<file path="config.mk">
export PLATFORM = sky130hd
export DESIGN_NAME = intersection_sched
export DESIGN_NICKNAME = d
export VERILOG_FILES = /design/src/rtl/intersection_sched_pkg.sv /design/src/rtl/intersection_sched_rr_pick.sv /design/src/rtl/intersection_sched.sv
export SDC_FILE = /design/constraint.sdc
export NUM_CORES = 1
export LEC_CHECK = 0
export CORE_MARGIN = 2
export CORE_UTILIZATION = 50
export CTS_BUF_LIST = sky130_fd_sc_hd__clkbuf_8
export DETAILED_ROUTE_END_ITERATION = 16
export GPL_TIMING_DRIVEN = 0
export PLACE_DENSITY = 0.76
export SYNTH_ARGS = -nofsm -noshare
export SYNTH_HDL_FRONTEND = slang
export SYNTH_SLANG_ARGS = --single-unit
</file>
<file path="constraint.sdc">
create_clock -name clk -period 2.6 [get_ports clk]
set_input_delay 0.65 -clock clk [delete_from_list [all_inputs] [get_ports clk]]
set_output_delay 0.65 -clock clk [all_outputs]
set_load 0.03 [all_outputs]
</file>
<file path="src/rtl/intersection_sched_pkg.sv">
// intersection_sched_pkg: shared traffic state encoding, timing defaults and helpers
package intersection_sched_pkg;
  typedef enum logic [1:0] {IDLE, GREEN, YELLOW, ALLRED} state_t;
  localparam int DEF_YEL_TICKS   = 2;
  localparam int DEF_CLR_TICKS   = 1;
  localparam int DEF_GREEN_TICKS = 5;
  function automatic logic [3:0] max1(input logic [3:0] t);
    return t == 4'd0 ? 4'd1 : t;
  endfunction
endpackage

</file>
<file path="src/rtl/intersection_sched_rr_pick.sv">
// rr_pick: round-robin choice of the next light after active among requesters
module rr_pick (
  input  logic [1:0] active,
  input  logic [3:0] req,
  output logic [1:0] next
);
  // Offsets scanned farthest-first so the nearest requester wins; offset 4 is active itself.
  always_comb begin
    next = active + 2'd1;
    for (int i = 4; i >= 1; i--)
      if (req[active + 2'(i)]) next = active + 2'(i);
  end
endmodule

</file>
<file path="src/rtl/intersection_sched.sv">
// intersection_sched: four-way traffic light phase scheduler with pause and per-light green times
module intersection_sched import intersection_sched_pkg::*; #(
  parameter int YEL_TICKS = DEF_YEL_TICKS,
  parameter int CLR_TICKS = DEF_CLR_TICKS,
  parameter int DEF_GREEN = DEF_GREEN_TICKS
) (
  input  logic       clk,
  input  logic       rst_n,
  input  logic       tick,
  input  logic       go,
  input  logic       cfg_we,
  input  logic [1:0] cfg_sel,
  input  logic [3:0] cfg_time,
  input  logic [3:0] req,
  output logic [3:0] green,
  output logic [3:0] yellow,
  output logic [3:0] red,
  output logic [1:0] active,
  output logic [3:0] remaining,
  output logic       running
);
  state_t state_q, state_d;
  logic paused_q, paused_d, running_q, running_d;
  logic [1:0] act_q, act_d, next;
  logic [3:0] rem_q, rem_d, green_q, green_d, yellow_q, yellow_d, red_q, red_d;
  logic [3:0][3:0] cfg_q, cfg_d;

  rr_pick u_rr (.active(act_q), .req(req), .next(next));

  always_comb begin
    state_d  = state_q;
    paused_d = paused_q;
    rem_d    = rem_q;
    act_d    = act_q;
    cfg_d    = cfg_q;
    if (cfg_we) cfg_d[cfg_sel] = cfg_time;
    // go takes priority; a tick on the same cycle is dropped so pause/resume never loses or gains one
    if (go) begin
      if (state_q == IDLE) begin
        state_d  = GREEN;
        act_d    = 2'd0;
        rem_d    = max1(cfg_q[0]);
        paused_d = 1'b0;
      end else paused_d = !paused_q;
    end else if (tick && !paused_q && state_q != IDLE) begin
      if (rem_q > 4'd1) rem_d = rem_q - 4'd1;
      else case (state_q)
        GREEN:   begin state_d = YELLOW; rem_d = 4'(YEL_TICKS); end
        YELLOW:  begin state_d = ALLRED; rem_d = 4'(CLR_TICKS); end
        ALLRED:  begin state_d = GREEN; act_d = next; rem_d = max1(cfg_q[next]); end
        default: state_d = IDLE;
      endcase
    end
    green_d   = state_d == GREEN  ? 4'd1 << act_d : 4'd0;
    yellow_d  = state_d == YELLOW ? 4'd1 << act_d : 4'd0;
    red_d     = ~(green_d | yellow_d);
    running_d = state_d != IDLE && !paused_d;
  end

  always_ff @(posedge clk or negedge rst_n) begin
    if (!rst_n) begin
      state_q   <= IDLE;
      paused_q  <= 1'b0;
      rem_q     <= 4'd0;
      act_q     <= 2'd0;
      cfg_q     <= {4{4'(DEF_GREEN)}};
      green_q   <= 4'd0;
      yellow_q  <= 4'd0;
      red_q     <= 4'hf;
      running_q <= 1'b0;
    end else begin
      state_q   <= state_d;
      paused_q  <= paused_d;
      rem_q     <= rem_d;
      act_q     <= act_d;
      cfg_q     <= cfg_d;
      green_q   <= green_d;
      yellow_q  <= yellow_d;
      red_q     <= red_d;
      running_q <= running_d;
    end
  end

  assign green     = green_q;
  assign yellow    = yellow_q;
  assign red       = red_q;
  assign active    = act_q;
  assign remaining = rem_q;
  assign running   = running_q;
endmodule

</file>
==> out/results.tsv <==
stage	metric	value	unit
timing	Rel. slew slack	45.7	%
die	chip height	66.0	µm
cts	Clock Path Buffers	2	
global_routing	initial antenna violation count	0	
cells_and_area	Final Cell Area	2430	µm²
worst_setup_path	CP Data Required Time	2.81	ns
place	Post-Place Cells	252	
logic_synthesis	Mapped Cells	171	
global_routing	first-pass GRT wire length	6.51	mm
pwr	P_leak	1.05	nW
die	Die ar.	4350	µm²
die	Die Width	66.0	µm
worst_setup_path	Critical Path Sink Type	flip-flop	
global_routing	largest net degree at the start of global routing	39	
logic_synthesis	mux contribution to synthesized area	16.2	%
die	# rows	22	
pwr	VDD IR max	0.480	mV
die	core area	3690	µm²
pwr	Pwr per Cell Area	698	nW/µm²
cells_and_area	Diodes inserted	0	
worst_setup_path	Arr. time, crit path	2.80	ns
logic_synthesis	Yosys reg bits	38	
cts	clock-pin slew on the worst setup and hold paths	0.07	ns
worst_setup_path	crit path kind	input pin to flip-flop	
cells_and_area	share of layout cells above drive strength 1	21.4	%
worst_setup_path	flop2flop setup slack	0.35	ns
place	DP HPWL	2.94	mm
logic_synthesis	asr flop ratio synth	100	%
logic_synthesis	Distinct cells, synth	36	
logic_synthesis	Synth Area per Inst	11.2	µm²
timing	minimum clock period	2.59	ns
cts	clock sink total	38	
cells_and_area	Area Growth Syn to Fin	26.9	%
timing	count of final setup violators	0	
drt	vias per std cell	5.55	
drt	via count	1459	
min_path	min-delay worst type	input pin to asynchronous set/reset pin	
logic_synthesis	Main synth FF type	dfrtp_1	
status	run status	finished clean	
cts	CTS buffer count	5	
logic_synthesis	Yosys Warn Count	0	
timing	Fin Clk Skew	0.00551	ns
drt	Detailed Route Iter0 Violations	49	
place	placed standard-cell area	2300	µm²
die	Starting Density	52.0	%
timing	RSZ-0062 raised after global routing	yes	
timing	fmax	387	MHz
logic_synthesis	largest family of logic cells by synthesized area	multiplexers	
logic_synthesis	Synth Area in Compound Gates	12.6	%
drt	DR WL/cell	15.1	µm
drt	post-route ant nets	0	
timing	Worst Max-Slew Pin Slew	0.815	ns
logic_synthesis	synthesized area	1920	µm²
worst_setup_path	crit path launch type	input pin	
logic_synthesis	syn_nets	192	
drt	DR pass1 iterations	4	
cells_and_area	non-filler cells, final	263	
timing	Final Hold Slack	0.453	ns
cts	clock tree from TritonCTS	built	
job	maxcap violations	0	
drt	residual DRC count	0	
cts	clk_lat worst skew	0.29	ns
timing	crit share post-route	99.4	%
logic_synthesis	number of flops mapped to enable cells by yosys	0	
timing	Fin. Hold Viols	0	
timing	fin. max-slew vios	0	
global_routing	All-Layer GR Usage	20.3	%
logic_synthesis	Synth Area in Adders	3.91	%
die	IO Pins	34	
logic_synthesis	post-synthesis simple-gate area fraction	12.9	%
cts	htree depth	2	
global_routing	gr ovfl total	0	
cells_and_area	Final nets	235	
logic_synthesis	Post-Synth XOR/XNOR Area	1.37	%
logic_synthesis	Seq/Total Area, Yosys	50.3	%
drt	drt total wl	3.98	mm
worst_setup_path	Max FO, Critical Path	6	
place	# port buffers	33	
global_routing	vias in the first global route	1389	
place	gp weighted congestion	0.878	
cts	Clock Tree Root	clkbuf_8	
==> Yosys cell counts (all sizes together) (2+ instances only) <==
library cell | count | area share, %
a211o | 2 | 0.91
a211oi | 2 | 0.78
a21oi | 6 | 1.6
a311oi | 2 | 0.91
a31oi | 3 | 0.98
dfrtp | 26 | 34
dfstp | 12 | 16
ha | 6 | 3.9
inv | 10 | 2.0
mux2 | 16 | 9.4
mux2i | 13 | 6.8
nand2 | 7 | 1.4
nand2b | 6 | 2.0
nand3 | 4 | 1.0
nand3b | 3 | 1.2
nor2 | 13 | 2.5
nor3 | 5 | 1.3
nor3b | 2 | 0.78
o21ai | 12 | 3.1
o22ai | 2 | 0.65
o2bb2ai | 2 | 0.91
or2 | 2 | 0.65
or4 | 2 | 0.78
xor2 | 3 | 1.4
==> worst max-delay path, stage by stage <==
cell and delay [ns]:
clkdlybuf4s50_1 0.47, or2_2 0.34, a221oi_4 0.46, mux2i_1 0.17
or4_1 0.54, a31oi_1 0.17
==> state kept, by name, indices dropped and copies added (netlist names) <==
name       flops
state_q        2
paused_q       1
remaining      4
cfg_q         16
yellow         4
active         2
red            4
green          4
running        1
==> placed cells by master (no fill, tap or decap), drive strengths merged, types with 4 or more instances in the layout <==
cell,Yosys,final
o21ai,12,12
clkbuf,1,7
ha,6,6
dfrtp,26,26
nor3,5,5
nand2,7,7
inv,10,11
a21oi,6,6
buf,1,5
nand2b,6,6
mux2i,13,13
nor2,13,13
mux2,16,16
nand3,4,4
dfstp,12,12
clkdlybuf4s50,0,30
==> per-layer routing <==
metal / track usage (%) / up-vias / part of all wire (%)
li1: - / 705 / -
met1: 23.4 / 704 / 42
met2: 36.1 / 45 / 51
met3: 5.79 / 5 / 4.9
met4: 6.89 / 0 / 1.4
met5: 0 / - / 0
==> stage by stage <==
| stage | util [%] | power [mW] | worst slack [ns] | TNS, ns |
|---|---|---|---|---|
| floorplan | - | 1.10 | 0.324 | 0 |
| global route | 66.0 | 1.80 | -0.114 | -0.114 |
| global placement | 62.6 | 1.26 | -0.402 | -2.01 |
| detailed placement | 62.5 | 1.29 | -0.475 | -3.76 |
| CTS | 65.4 | 1.70 | -0.0168 | -0.0168 |
| finish | 66.0 | 1.70 | 0.0147 | 0 |
==> timing repair <==
action | in CTS | in global routing
hold buffers | 0 | 0
pin swaps | 1 | 0
endpoints found under the setup margin | 2 | 2
resized for setup | 5 | 1
setup buffers | 1 | 2
==> path summary, 6_finish.rpt <==
path | startpoint | cells after the start | end
hold reg to reg | cfg_q[9] | 1 | cfg_q[9]
min in group clk | cfg_q[9] | 1 | cfg_q[9]
hold / removal | rst_n | 1 | cfg_q[11]
setup reg to reg | active[0] | 8 | remaining[0]
setup / recovery | req[1] | 6 | remaining[0]
max in group asynchronous | rst_n | 1 | yellow[0]
==> cell families after synthesis <==
group,Yosys count
AND/OR/NAND/NOR,48
flip-flops,38
AO/OA/AOI/OAI,35
multiplexers,29
buffers and inverters,12
adder cells (fa/ha/maj),6
XOR/XNOR,3
==> final cells by class <==
cell class | count | area [µm²]
sequential | 38 | 966
multi-input combinational | 121 | 920
timing repair buffer | 36 | 345
tap | 48 | 60.1
clock buffer | 6 | 82.6
inverter | 10 | 37.5
buffer | 2 | 15.0
fill | 309 | 1250
clock inverter | 2 | 8.76
==> report_power, final <==
group / switching, mW / total (mW) / internal (mW) / leakage, nW
registers: 0.0722 / 0.773 / 0.701 / 0.447
logic: 0.284 / 0.515 / 0.231 / 0.552
clock network: 0.201 / 0.411 / 0.210 / 0.0524
Note: power is estimated with default switching activity, not from simulation.
